[config.mk]
export PLATFORM = sky130hd
export DESIGN_NAME = key_debounce_pulse
export DESIGN_NICKNAME = d
export VERILOG_FILES = /design/src/rtl/key_pkg.sv /design/src/rtl/sync_2ff.sv /design/src/rtl/key_debounce_pulse.sv
export SDC_FILE = /design/constraint.sdc
export NUM_CORES = 1
export LEC_CHECK = 0
export ABC_CLOCK_PERIOD_IN_PS = 1800
export BUFFER_PORTS_ARGS = -buffer_cell sky130_fd_sc_hd__buf_4
export CELL_PAD_IN_SITES_DETAIL_PLACEMENT = 0
export CELL_PAD_IN_SITES_GLOBAL_PLACEMENT = 1
export CORE_AREA = 5 5 42 44
export DETAILED_ROUTE_END_ITERATION = 10
export DIE_AREA = 0 0 47 49
export PLACE_DENSITY = 0.58
export SYNTH_ARGS = -nofsm -noshare
export SYNTH_HDL_FRONTEND = slang
export SYNTH_SLANG_ARGS = --single-unit
[constraint.sdc]
create_clock -name ck -period 1.8 [get_ports ck]
set_input_delay 0.36 -clock ck [delete_from_list [all_inputs] [get_ports ck]]
set_output_delay 0.36 -clock ck [all_outputs]
set_load 0.005 [all_outputs]
[src/rtl/key_pkg.sv]
// key_pkg: shared constants for the key debounce slice.
//   - FSM state encoding (2-bit, legacy-compatible localparams)
//   - default debounce and auto-repeat periods
package key_pkg;

    localparam logic [1:0] ST_RELEASED     = 2'd0;
    localparam logic [1:0] ST_WAIT_PRESS   = 2'd1;
    localparam logic [1:0] ST_PRESSED      = 2'd2;
    localparam logic [1:0] ST_WAIT_RELEASE = 2'd3;

    localparam int DB_CYCLES_DEFAULT     = 4;
    localparam int REPEAT_CYCLES_DEFAULT = 8;

endpackage

[src/rtl/sync_2ff.sv]
// sync_2ff: two-flop synchroniser for asynchronous inputs.
// Ports:
//   clk   in   sampling clock
//   rst_n in   asynchronous active-low reset; both flops load RST_VAL
//   d     in   asynchronous input
//   q     out  synchronised output (two clk edges of latency)
module sync_2ff #(
    parameter int           WIDTH   = 1,
    parameter logic [WIDTH-1:0] RST_VAL = '0
) (
    input  logic             clk,
    input  logic             rst_n,
    input  logic [WIDTH-1:0] d,
    output logic [WIDTH-1:0] q
);

    logic [WIDTH-1:0] meta_d, meta_q;
    logic [WIDTH-1:0] sync_d, sync_q;

    always_comb begin
        meta_d = d;
        sync_d = meta_q;
    end

    always_ff @(posedge clk or negedge rst_n) begin
        if (!rst_n) begin
            meta_q <= RST_VAL;
            sync_q <= RST_VAL;
        end else begin
            meta_q <= meta_d;
            sync_q <= sync_d;
        end
    end

    assign q = sync_q;

endmodule

[src/rtl/key_debounce_pulse.sv]
// key_debounce_pulse: conditions a raw active-low push-button into a clean
// pressed level plus one-cycle press/release pulses for a downstream counter.
// Optional feature macro: KEY_DEBOUNCE_AUTO_REPEAT_EN -- when defined, holding
// the key in the stable pressed state emits an extra press_pulse every
// REPEAT_CYCLES cycles.
// Ports:
//   ck          in   clock, all state updates on the rising edge
//   res         in   asynchronous active-low reset
//   key_n       in   raw button, 0 = pressed, asynchronous, may bounce
//   key_level   out  debounced level, 1 = pressed (registered)
//   press_pulse out  one-cycle pulse on accepted press (registered)
//   rel_pulse   out  one-cycle pulse on accepted release (registered)
//   dbg_state   out  current FSM state (key_pkg ST_* encoding)
module key_debounce_pulse
    import key_pkg::*;
#(
    parameter int DB_CYCLES     = DB_CYCLES_DEFAULT,
    parameter int REPEAT_CYCLES = REPEAT_CYCLES_DEFAULT
) (
    input  logic       ck,
    input  logic       res,
    input  logic       key_n,
    output logic       key_level,
    output logic       press_pulse,
    output logic       rel_pulse,
    output logic [1:0] dbg_state
);

    if (DB_CYCLES < 2 || DB_CYCLES > 65535 || REPEAT_CYCLES < 2) begin : g_param_check
        $error("key_debounce_pulse: DB_CYCLES or REPEAT_CYCLES out of range");
    end

    localparam int CNT_W = $clog2(DB_CYCLES);
    localparam logic [CNT_W-1:0] CNT_MAX = CNT_W'(DB_CYCLES - 1);

    // Synchroniser resets to 1 so the key reads as released out of reset.
    logic key_n_sync;
    logic key_s;

    sync_2ff #(
        .WIDTH   (1),
        .RST_VAL (1'b1)
    ) u_sync (
        .clk   (ck),
        .rst_n (res),
        .d     (key_n),
        .q     (key_n_sync)
    );

    assign key_s = ~key_n_sync;

    logic [1:0]       state_d, state_q;
    logic [CNT_W-1:0] cnt_d, cnt_q;
    logic             key_level_d, key_level_q;
    logic             press_pulse_d, press_pulse_q;
    logic             rel_pulse_d, rel_pulse_q;
    logic             press_fire;
    logic             rel_fire;
    logic             rpt_fire;

    // Debounce FSM. The counter is cleared on every state entry and compared
    // with ==, so it never wraps and never accumulates across bounces.
    always_comb begin
        state_d = state_q;
        cnt_d   = cnt_q;
        case (state_q)
            ST_RELEASED: begin
                if (key_s) begin
                    state_d = ST_WAIT_PRESS;
                    cnt_d   = '0;
                end
            end
            ST_WAIT_PRESS: begin
                if (!key_s) begin
                    state_d = ST_RELEASED;
                    cnt_d   = '0;
                end else if (cnt_q == CNT_MAX) begin
                    state_d = ST_PRESSED;
                    cnt_d   = '0;
                end else begin
                    cnt_d = cnt_q + CNT_W'(1);
                end
            end
            ST_PRESSED: begin
                if (!key_s) begin
                    state_d = ST_WAIT_RELEASE;
                    cnt_d   = '0;
                end
            end
            ST_WAIT_RELEASE: begin
                if (key_s) begin
                    state_d = ST_PRESSED;
                    cnt_d   = '0;
                end else if (cnt_q == CNT_MAX) begin
                    state_d = ST_RELEASED;
                    cnt_d   = '0;
                end else begin
                    cnt_d = cnt_q + CNT_W'(1);
                end
            end
            default: begin
                state_d = ST_RELEASED;
                cnt_d   = '0;
            end
        endcase
    end

    assign press_fire = (state_q == ST_WAIT_PRESS)   && (state_d == ST_PRESSED);
    assign rel_fire   = (state_q == ST_WAIT_RELEASE) && (state_d == ST_RELEASED);

`ifdef KEY_DEBOUNCE_AUTO_REPEAT_EN
    localparam int RPT_W = $clog2(REPEAT_CYCLES);
    localparam logic [RPT_W-1:0] RPT_MAX = RPT_W'(REPEAT_CYCLES - 1);

    logic [RPT_W-1:0] rpt_cnt_d, rpt_cnt_q;
    logic             stay_pressed;

    // Only counts while staying in PRESSED; a pending release (leaving for
    // WAIT_RELEASE) clears it and suppresses the repeat.
    assign stay_pressed = (state_q == ST_PRESSED) && (state_d == ST_PRESSED);
    assign rpt_fire     = stay_pressed && (rpt_cnt_q == RPT_MAX);

    always_comb begin
        rpt_cnt_d = '0;
        if (stay_pressed && !rpt_fire) begin
            rpt_cnt_d = rpt_cnt_q + RPT_W'(1);
        end
    end

    always_ff @(posedge ck or negedge res) begin
        if (!res) begin
            rpt_cnt_q <= '0;
        end else begin
            rpt_cnt_q <= rpt_cnt_d;
        end
    end
`else
    assign rpt_fire = 1'b0;
`endif

    // Outputs are registered from the next-state decode so they line up with
    // the cycle in which the FSM has entered the new state.
    always_comb begin
        key_level_d   = (state_d == ST_PRESSED) || (state_d == ST_WAIT_RELEASE);
        press_pulse_d = press_fire || rpt_fire;
        rel_pulse_d   = rel_fire;
    end

    always_ff @(posedge ck or negedge res) begin
        if (!res) begin
            state_q       <= ST_RELEASED;
            cnt_q         <= '0;
            key_level_q   <= 1'b0;
            press_pulse_q <= 1'b0;
            rel_pulse_q   <= 1'b0;
        end else begin
            state_q       <= state_d;
            cnt_q         <= cnt_d;
            key_level_q   <= key_level_d;
            press_pulse_q <= press_pulse_d;
            rel_pulse_q   <= rel_pulse_d;
        end
    end

    assign key_level   = key_level_q;
    assign press_pulse = press_pulse_q;
    assign rel_pulse   = rel_pulse_q;
    assign dbg_state   = state_q;

endmodule

==> results of run 1 <==
## cell usage after synthesis
| cell | instances |
|---|---|
| ha_1 | 1 |
| dfrtp_1 | 7 |
| a21oi_1 | 1 |
| dfstp_2 | 2 |
| nand2_1 | 3 |
| nand2b_1 | 3 |
| nor2_1 | 1 |
| mux2i_1 | 4 |
| xor2_2 | 1 |
| inv_1 | 1 |
| nor3_1 | 1 |
## layer usage
layer,part of all wire (%),vias up
met5,0,-
met4,4.2,0
met3,4.0,3
met2,49,8
met1,43,97
li1,-,104
## cell usage in the layout, fill, tap and decap left out, drive strengths merged
cell and count:
nand2 3, mux2i 4, nor2 1, buf 7
xor2 1, dlygate4sd3 1, dfrtp 7, ha 1
nor3 1, inv 1, a21oi 1, dfstp 2
nand2b 3, clkbuf 4
## area by class of cell
type                       count  area [µm²]  area share, %
multi-input combinational     15         113           24.9
sequential                     9         228           50.3
tap                           16        20.0           4.42
timing repair buffer           8        62.6           13.8
inverter                       1        3.75          0.829
clock buffer                   4        26.3           5.80
## worst paths after layout
check / cells after the start / slack (ns) / end / start
worst max-delay path: 1 / 0.58 / dbg_state[0] / dbg_state[0]$_DFF_PN0_
worst min-delay path: 1 / 0.21 / u_sync.meta_q$_DFF_PN1_ / key_n
worst max register to register: 2 / 0.72 / cnt_q[1]$_DFFE_PN0P_ / u_sync.q$_DFF_PN1_
worst min register to register: 0 / 0.36 / u_sync.q$_DFF_PN1_ / u_sync.meta_q$_DFF_PN1_
max in group asynchronous: 2 / 1.12 / u_sync.meta_q$_DFF_PN1_ / res
min in group asynchronous: 2 / 0.45 / cnt_q[1]$_DFFE_PN0P_ / res
## timing repair
action,CTS,global route
endpoints found under the hold margin,7,0
hold buffers,1,0
resized for setup,0,0
setup buffers,0,0
## power groups by stage
| stage | Combinational [mW] | Sequential, mW | Clock [mW] |
|---|---|---|---|
| 5_1_grt | 0.174 | 0.308 | 0.177 |
| 3_5_place_dp | 0.158 | 0.305 | 0 |
| 2_1_floorplan | 0.0874 | 0.298 | 0 |
| 4_1_cts | 0.162 | 0.303 | 0.164 |
| 3_3_place_gp | 0.152 | 0.304 | 0 |
| 6_report | 0.155 | 0.302 | 0.156 |
## sequential cells by signal, summed over array words and instances (netlist names)
name           count
key_level          1
rel_pulse          1
press_pulse        1
u_sync.q           1
dbg_state          2
cnt_q              2
u_sync.meta_q      1
## logic make-up (layout without fill, tap and decap cells)
family                     count (synthesis)  count (layout)  synth area share (%)
DFF                                        9               9                  66.2
xor gates and xnor gates                   1               1                  4.73
adders and majority gates                  1               1                  3.64
and+or+nand+nor                            8               8                  11.3
muxes                                      4               4                  11.6
buffers and inverters                      1              13                  1.09
AOI/OAI and AO/OA                          1               1                  1.45
==> impl_metrics.py, run 1 <==
metrics = {
    "timing": {
        "layout_setup_ws_ns": 0.576,
        "skew_ns": 0.0112,
        "min_period_over_period_pct": 68.0,
        "whs_ns": 0.208,
        "max_clock_freq_ghz": 0.817,
        "hold_violations": 0,
        "fin_crit_ns": 1.22,
        "rsz0062_at_grt": "no",
        "relSlewSlack_pct": 86.0,
        "setup_viol": 0,
        "setup_tns_ns": 0,
        "slew_violations": 0,
        "worstMarginPinSlew_ns": 0.210,
    },
    "global_routing": {
        "antenna_found_initial": 0,
        "grtUsageMet1_pct": 7.50,
        "grt_pass1_vias": 229,
        "grt_max_degree": 10,
        "use_met2_pct": 8.37,
        "gr-usage-met3_pct": 3.32,
        "grt_pass1_wl_um": 979,
        "grt-busiest-layer": "met2",
        "overflow": 0,
        "gr-usage-all-layers_pct": 6.48,
    },
    "status": {
        "outcome": "finished, final reports clean",
    },
    "critical_path": {
        "cp-end-kind": "output port",
        "cp.arrival_ns": 0.86,
        "worst_setup_path_start_kind": "flip-flop",
        "worst-path-buf-inv": 1,
        "cp_cell_sequence": "buf_4",
        "cp_slowest_cell": "dfrtp_1",
        "slowest_delay_ns": 0.44,
        "critPathTopFamily": "flip-flops",
        "required_ns": 1.44,
        "cp_max_fo": 7,
        "crit_type": "flip-flop to output port",
    },
    "power": {
        "swShare_pct": 29.9,
        "max-vdd-ir-drop_v": 0.000465,
        "p_clk_share_pct": 25.4,
        "power.density_mw_per_mm2": 1350,
        "p_sw_uw": 183,
        "p_leak_nw": 0.231,
        "pwr-share-comb_pct": 25.3,
        "seqPwrFrac_pct": 49.3,
        "p_total_uw": 612,
        "internal-power_uw": 429,
    },
    "detailed_routing": {
        "wl_um": 602,
        "postRouteAntennaNets": 0,
        "vias_per_cell": 4.00,
        "detail_route.wl_per_cell_um": 11.4,
        "drtIter0Drc": 0,
        "vias": 212,
        "drcViolationCount": 0,
        "dr.pass1.iters": 1,
    },
    "synthesis": {
        "synth_nets": 29,
        "synth.area.top_cells": "dfrtp_1, dfstp_2, mux2i_1",
        "yosys.area.top_type": "dfrtp_1",
        "syn_avg_cell_area_um2": 13.8,
        "synth_top_cell_area_share_pct": 50.9,
        "yosys_warnings": 0,
        "synth_cell_types": 11,
        "syn_area_um2": 344,
        "synth_seq_area_share_pct": 66.2,
        "synth.ff_latch_count": 9,
        "netlist_instances": 25,
    },
    "die": {
        "core_area_mm2": 0.00140,
        "num_rows": 14,
        "dieArea_mm2": 0.00230,
        "die_h_um": 49,
        "io-pin-count": 8,
        "die_w_um": 47,
        "initial_utilization_pct": 24.6,
    },
    "clocking": {
        "htree_num_levels": 1,
        "cts_sinks": 9,
        "clk-insertion-delay-late_ns": 0.27,
        "cts_buffers": 3,
        "clk_pin_slew_ns": 0.06,
        "clock_path_buffers": 2,
        "cts-root-buf": "clkbuf_4",
        "cts_tree": "done",
    },
    "placement": {
        "portBuffers": 7,
        "placed_cell_area_um2": 417,
        "place.gp.congestion": 0.644,
        "dp_cells": 48,
        "post-place-ws_ns": 0.689,
        "hpwl_um": 448,
    },
    "cells_and_area": {
        "fin_area_um2": 453,
        "drive_above_1_share_pct": 35.1,
        "areaGrowthSynthToFinish_pct": 31.6,
        "final_util_pct": 32.3,
        "antennaDiodeCount": 0,
        "fin_cells": 53,
        "fin_nets": 42,
        "n_fill_cell": 149,
    },
    "min_path": {
        "hold_path.class": "input port to flip-flop",
    },
    "run": {
        "drv_cap": 0,
    },
}
Power figures use the tool's default switching activity.
==> run 2: changes to the inputs <==
Settings changed: ABC_CLOCK_PERIOD_IN_PS 1800 to 1000, PLACE_DENSITY 0.58 to 0.6.
Clock period 1.8 ns to 1 ns, I/O delays scaled along.
==> impl_metrics.py, run 2 (synthesis results as in run 1) <==
metrics = {
    "status": {
        "outcome": "complete, but fails checks",
        "violations": "negative setup slack",
    },
    "cells_and_area": {
        "multi_input_area_um2": 134,
        "drive_above_1_share_pct": 51.2,
        "n_fill_cell": 142,
        "seqCellArea_um2": 230,
        "final_common_cell": "buf_4",
        "areaGrowthSynthToFinish_pct": 49.5,
        "fin_cells": 57,
        "fin_area_um2": 514,
        "antennaDiodeCount": 0,
        "layout_common_cells": "buf_4, dfrtp_1, mux2i_1, nand2b_1, clkbuf_4",
        "final_util_pct": 36.7,
        "fin_nets": 46,
    },
    "detailed_routing": {
        "postRouteAntennaNets": 0,
        "dr.pass1.iters": 1,
        "drcViolationCount": 0,
        "drtIter0Drc": 0,
        "wl_um": 597,
        "vias_per_cell": 4.05,
        "detail_route.wl_per_cell_um": 10.5,
        "vias": 231,
    },
    "timing": {
        "setup_viol": 3,
        "hold_violations": 0,
        "whs_ns": 0.0551,
        "min_period_over_period_pct": 105,
        "slew_violations": 0,
        "skew_ns": 0.00384,
        "layout_setup_ws_ns": -0.0523,
        "fin_crit_ns": 1.05,
        "relSlewSlack_pct": 88.8,
        "worstMarginPinSlew_ns": 0.166,
        "rsz0062_at_grt": "yes",
        "max_clock_freq_ghz": 0.950,
    },
    "die": {
        "num_rows": 14,
        "core_area_mm2": 0.00140,
        "die_w_um": 47,
        "die_h_um": 49,
        "initial_utilization_pct": 24.6,
        "dieArea_mm2": 0.00230,
        "io-pin-count": 8,
    },
    "critical_path": {
        "cp_cell_sequence": "xor2_4 -> mux2i_1",
        "cp.arrival_ns": 1.22,
        "cp-end-kind": "flip-flop",
        "critPathTopFamily": "flip-flops",
        "cp_max_fo": 3,
        "worst-path-buf-inv": 0,
        "worst_setup_path_start_kind": "flip-flop",
        "cp_slowest_cell": "dfstp_2",
        "crit_type": "flip-flop to flip-flop",
        "required_ns": 1.17,
        "slowest_delay_ns": 0.58,
    },
    "clocking": {
        "clock_path_buffers": 2,
        "cts-root-buf": "clkbuf_4",
        "cts_sinks": 9,
        "htree_num_levels": 1,
        "clk-insertion-delay-late_ns": 0.25,
        "cts_buffers": 3,
        "clk_pin_slew_ns": 0.06,
        "cts_tree": "done",
    },
    "run": {
        "drv_cap": 0,
    },
    "global_routing": {
        "overflow": 0,
        "grt_pass1_wl_um": 1080,
        "grt_max_degree": 10,
        "gr-usage-all-layers_pct": 6.47,
        "grt_pass1_vias": 256,
        "antenna_found_initial": 0,
    },
    "placement": {
        "placed_cell_area_um2": 432,
        "hpwl_um": 468,
        "dp_cells": 50,
        "place.gp.congestion": 0.694,
        "portBuffers": 7,
    },
    "min_path": {
        "hold_path.class": "input port to flip-flop",
    },
    "power": {
        "max-vdd-ir-drop_v": 0.000942,
        "p_leak_nw": 0.260,
        "power.density_mw_per_mm2": 2410,
    },
}
run 2: cell count changes in the layout (fill, tap and decap cells not counted), sizes merged:
cell  previous run  this run
buf              7        11
run 2: path summary, 6_finish.rpt:
check,start,to,slack [ns],cells after the start
setup reg to reg,u_sync.q$_DFF_PN1_,cnt_q[1]$_DFFE_PN0P_,-0.05,2
hold reg to reg,u_sync.meta_q$_DFF_PN1_,u_sync.q$_DFF_PN1_,0.36,0
setup / recovery,u_sync.q$_DFF_PN1_,cnt_q[1]$_DFFE_PN0P_,-0.05,2
min in group asynchronous,res,dbg_state[1]$_DFF_PN0_,0.31,2
hold / removal,key_n,u_sync.meta_q$_DFF_PN1_,0.06,1
max in group asynchronous,res,u_sync.meta_q$_DFF_PN1_,0.47,2
run 2: metal layers:
layer,global-route usage [%],part of all wire (%),up-vias
met5,0,0,-
met3,1.85,8.0,0
met2,9.28,52,7
li1,-,-,113
met4,4.15,0,0
met1,8.16,40,111
run 2: what timing repair did:
action                     4_1_cts  5_1_grt
hold endpoints to repair         9        0
pin swaps                        0        2
hold buffers                     1        0
resized for setup                5        3
setup endpoints to repair        6        6
cloned                           0        0
buffers inserted                 1        1
run 2: area by class of cell:
cell class / count / area share, %
Tap cell: 16 / 3.89
Multi-Input combinational cell: 15 / 26.0
Timing Repair Buffer: 12 / 19.5
Clock buffer: 4 / 5.11
Sequential cell: 9 / 44.8
Inverter: 1 / 0.730
run 2: per-stage QoR:
stage	setup slack, ns	TNS [ns]	power, mW
after detailed placement	-0.0535	-0.163	0.857
after global placement	-0.0423	-0.0911	0.841
after global routing	-0.101	-0.259	1.34
after floorplan	-0.0171	-0.0343	0.694
final	-0.0523	-0.139	1.24
after CTS	-0.0636	-0.191	1.20
run 2: power breakdown:
part           switching [mW]  leakage, nW  internal, mW  total [mW]
logic                   0.175        0.134         0.265       0.439
clock network           0.114       0.0150         0.153       0.267
registers              0.0729        0.111         0.461       0.534
total                   0.361        0.260         0.879        1.24
==> run 3: changes to the inputs <==
Settings changed: ABC_AREA set to 1, PLACE_DENSITY 0.6 to 0.66.
==> impl_metrics.py, run 3 <==
metrics = {
    "detailed_routing": {
        "detail_route.wl_per_cell_um": 10.2,
        "wl_met2_um": 338,
        "postRouteAntennaNets": 0,
        "wl_met3_um": 40,
        "top_layer_used": "met3",
        "vias_per_cell": 4.24,
        "dr.pass1.iters": 2,
        "drtIter0Drc": 4,
        "vias": 297,
        "wirelength_met1_um": 338,
        "wl_um": 717,
        "drcViolationCount": 0,
    },
    "min_path": {
        "hold_depth": 1,
        "hold_start": "key_n",
        "hold_path.class": "input port to flip-flop",
        "holdPathEnd": "u_sync.meta_q$_DFF_PN1_",
    },
    "synthesis": {
        "synth_common_cells": "nand2_1, dfrtp_1, inv_1, nor2_1",
        "synth.ff_latch_count": 9,
        "synth_nets": 43,
        "synth-xor-area-share_pct": 0,
        "ys_async_sr_fraction_pct": 100,
        "synth.area.mux_share_pct": 0,
        "yosys.area.top_type": "dfrtp_1",
        "yosys.area_share.adder_pct": 3.39,
        "synth.most_common_cell": "nand2_1",
        "synth_top_family_by_area": "simple AND/OR/NAND/NOR gates",
        "synth_compound_area_share_pct": 4.41,
        "synthFlopType": "dfrtp_1",
        "syn_avg_cell_area_um2": 9.46,
        "yosys_warnings": 0,
        "synth_edf_count": 0,
        "yosys.area_share.simple_pct": 23.4,
        "netlist_instances": 39,
        "synth_cell_types": 12,
        "synth_top_cell_area_share_pct": 47.5,
        "synth_seq_area_share_pct": 61.7,
        "synth.area.top_cells": "dfrtp_1, dfstp_2, nand2_1",
        "syn_area_um2": 369,
    },
    "power": {
        "power.density_mw_per_mm2": 2560,
        "swShare_pct": 34.7,
        "pwr-share-comb_pct": 42.2,
        "p_clk_share_pct": 19.3,
        "max-vdd-ir-drop_v": 0.000975,
        "p_leak_nw": 0.297,
        "p_total_mw": 1.38,
        "seqPwrFrac_pct": 38.4,
        "internal-power_uw": 899,
        "p_sw_uw": 479,
    },
    "critical_path": {
        "r2r_end": "cnt_q[1]$_DFFE_PN0P_",
        "worst_setup_path_start_kind": "flip-flop",
        "reg2reg_from": "dbg_state[1]$_DFF_PN0_",
        "rr_worst_depth": 5,
        "cp.arrival_ns": 0.78,
        "required_ns": 0.80,
        "crit_type": "flip-flop to output port",
        "r2r_slack_ns": 0.03,
        "critPathTopFamily": "flip-flops",
        "worst-path-buf-inv": 1,
        "cp_max_fo": 2,
        "cp_cell_sequence": "buf_4",
        "cp-end-kind": "output port",
        "slowest_delay_ns": 0.39,
        "cp_slowest_cell": "dfrtp_1",
    },
    "cells_and_area": {
        "fin_area_um2": 539,
        "seqCellArea_um2": 228,
        "layout_common_cells": "nand2_1, buf_4, dfrtp_1, inv_1",
        "drive_above_1_share_pct": 44.4,
        "n_fill_cell": 158,
        "areaGrowthSynthToFinish_pct": 46.1,
        "multi_input_area_um2": 145,
        "fin_cells": 70,
        "antennaDiodeCount": 0,
        "fin_nets": 59,
    },
    "die": {
        "die_w_um": 47,
        "dieArea_mm2": 0.00230,
        "initial_utilization_pct": 26.3,
        "core_area_mm2": 0.00140,
        "num_rows": 14,
        "die_h_um": 49,
        "io-pin-count": 8,
    },
    "timing": {
        "fin_crit_ns": 0.984,
        "rsz0062_at_grt": "yes",
        "relSlewSlack_pct": 89.4,
        "max_clock_freq_ghz": 1.02,
        "whs_ns": 0.0542,
        "slew_violations": 0,
        "setup_viol": 0,
        "worstMarginPinSlew_ns": 0.159,
        "skew_ns": 0.000808,
        "hold_violations": 0,
        "min_period_over_period_pct": 98.4,
    },
    "placement": {
        "placed_cell_area_um2": 449,
        "portBuffers": 7,
        "hpwl_um": 499,
        "place.gp.congestion": 0.684,
        "dp_cells": 63,
    },
    "global_routing": {
        "gr-usage-all-layers_pct": 7.32,
        "grt_max_degree": 10,
        "grt_pass1_vias": 311,
        "overflow": 0,
        "grt_pass1_wl_um": 1240,
        "antenna_found_initial": 0,
    },
    "clocking": {
        "clk-insertion-delay-late_ns": 0.25,
        "cts_buffers": 3,
        "clock_path_buffers": 2,
        "cts_sinks": 9,
        "cts-root-buf": "clkbuf_4",
        "clk_pin_slew_ns": 0.06,
        "cts_tree": "done",
        "htree_num_levels": 1,
    },
    "status": {
        "outcome": "finished, final reports clean",
    },
    "run": {
        "drv_cap": 0,
    },
}
==> run 3: repair_timing <==
action	4_1_cts	5_1_grt
hold buffers	1	0
hold endpoints to repair	9	0
setup buffers	2	0
resized for setup	1	9
setup endpoints to repair	4	6
pin swaps	1	3
==> run 3: final cells by class <==
class	count	share of cell area, %
flip-flops and latches	9	42.2
inverters	7	5.80
multi-input cells	23	26.9
repair buffers	11	16.5
well taps	16	3.71
clock buffers	4	4.87
==> run 3: how the worst max path moves through the flow <==
stage | from | end | slack, ns | cells past startpoint
after CTS | dbg_state[1]$_DFF_PN0_ | dbg_state[1] | 0.006 | 1
final | dbg_state[1]$_DFF_PN0_ | dbg_state[1] | 0.02 | 1
after detailed placement | cnt_q[0]$_DFFE_PN0P_ | dbg_state[1]$_DFF_PN0_ | -0.001 | 5
after global routing | dbg_state[1]$_DFF_PN0_ | cnt_q[1]$_DFFE_PN0P_ | -0.02 | 5
after global placement | cnt_q[0]$_DFFE_PN0P_ | dbg_state[1]$_DFF_PN0_ | 0.0005 | 5
after floorplan | cnt_q[0]$_DFFE_PN0P_ | cnt_q[1]$_DFFE_PN0P_ | 0.05 | 5
==> run 3: logic make-up (layout without fill, tap and decap cells) <==
| kind of cell | count (synthesis) | count (layout) |
|---|---|---|
| buf+inv | 7 | 22 |
| fa+ha+maj | 1 | 1 |
| compound gates | 2 | 2 |
| simple gates | 20 | 20 |
| flops | 9 | 9 |
==> run 3: layer usage <==
layer / vias up / track usage [%]
met3: 0 / 4.06
li1: 150 / -
met2: 6 / 9.73
met5: - / 0
met4: 0 / 2.76
met1: 141 / 9.73
==> run 3: per-stage QoR <==
| step | utilization [%] | setup TNS [ns] | setup WS [ns] |
|---|---|---|---|
| after global placement | 32.1 | 0 | 0.000482 |
| after floorplan | - | 0 | 0.0522 |
| after global routing | 38.5 | -0.0610 | -0.0213 |
| final | 38.5 | 0 | 0.0163 |
| after CTS | 35.9 | 0 | 0.00571 |
| after detailed placement | 32.1 | -0.00113 | -0.00113 |
==> run 3: power groups by stage <==
stage / Sequential [mW] / Clock [mW] / Combinational (mW)
2_1_floorplan: 0.543 / 0 / 0.222
3_3_place_gp: 0.549 / 0 / 0.392
3_5_place_dp: 0.550 / 0 / 0.402
4_1_cts: 0.515 / 0.282 / 0.496
5_1_grt: 0.544 / 0.307 / 0.652
6_report: 0.530 / 0.267 / 0.582
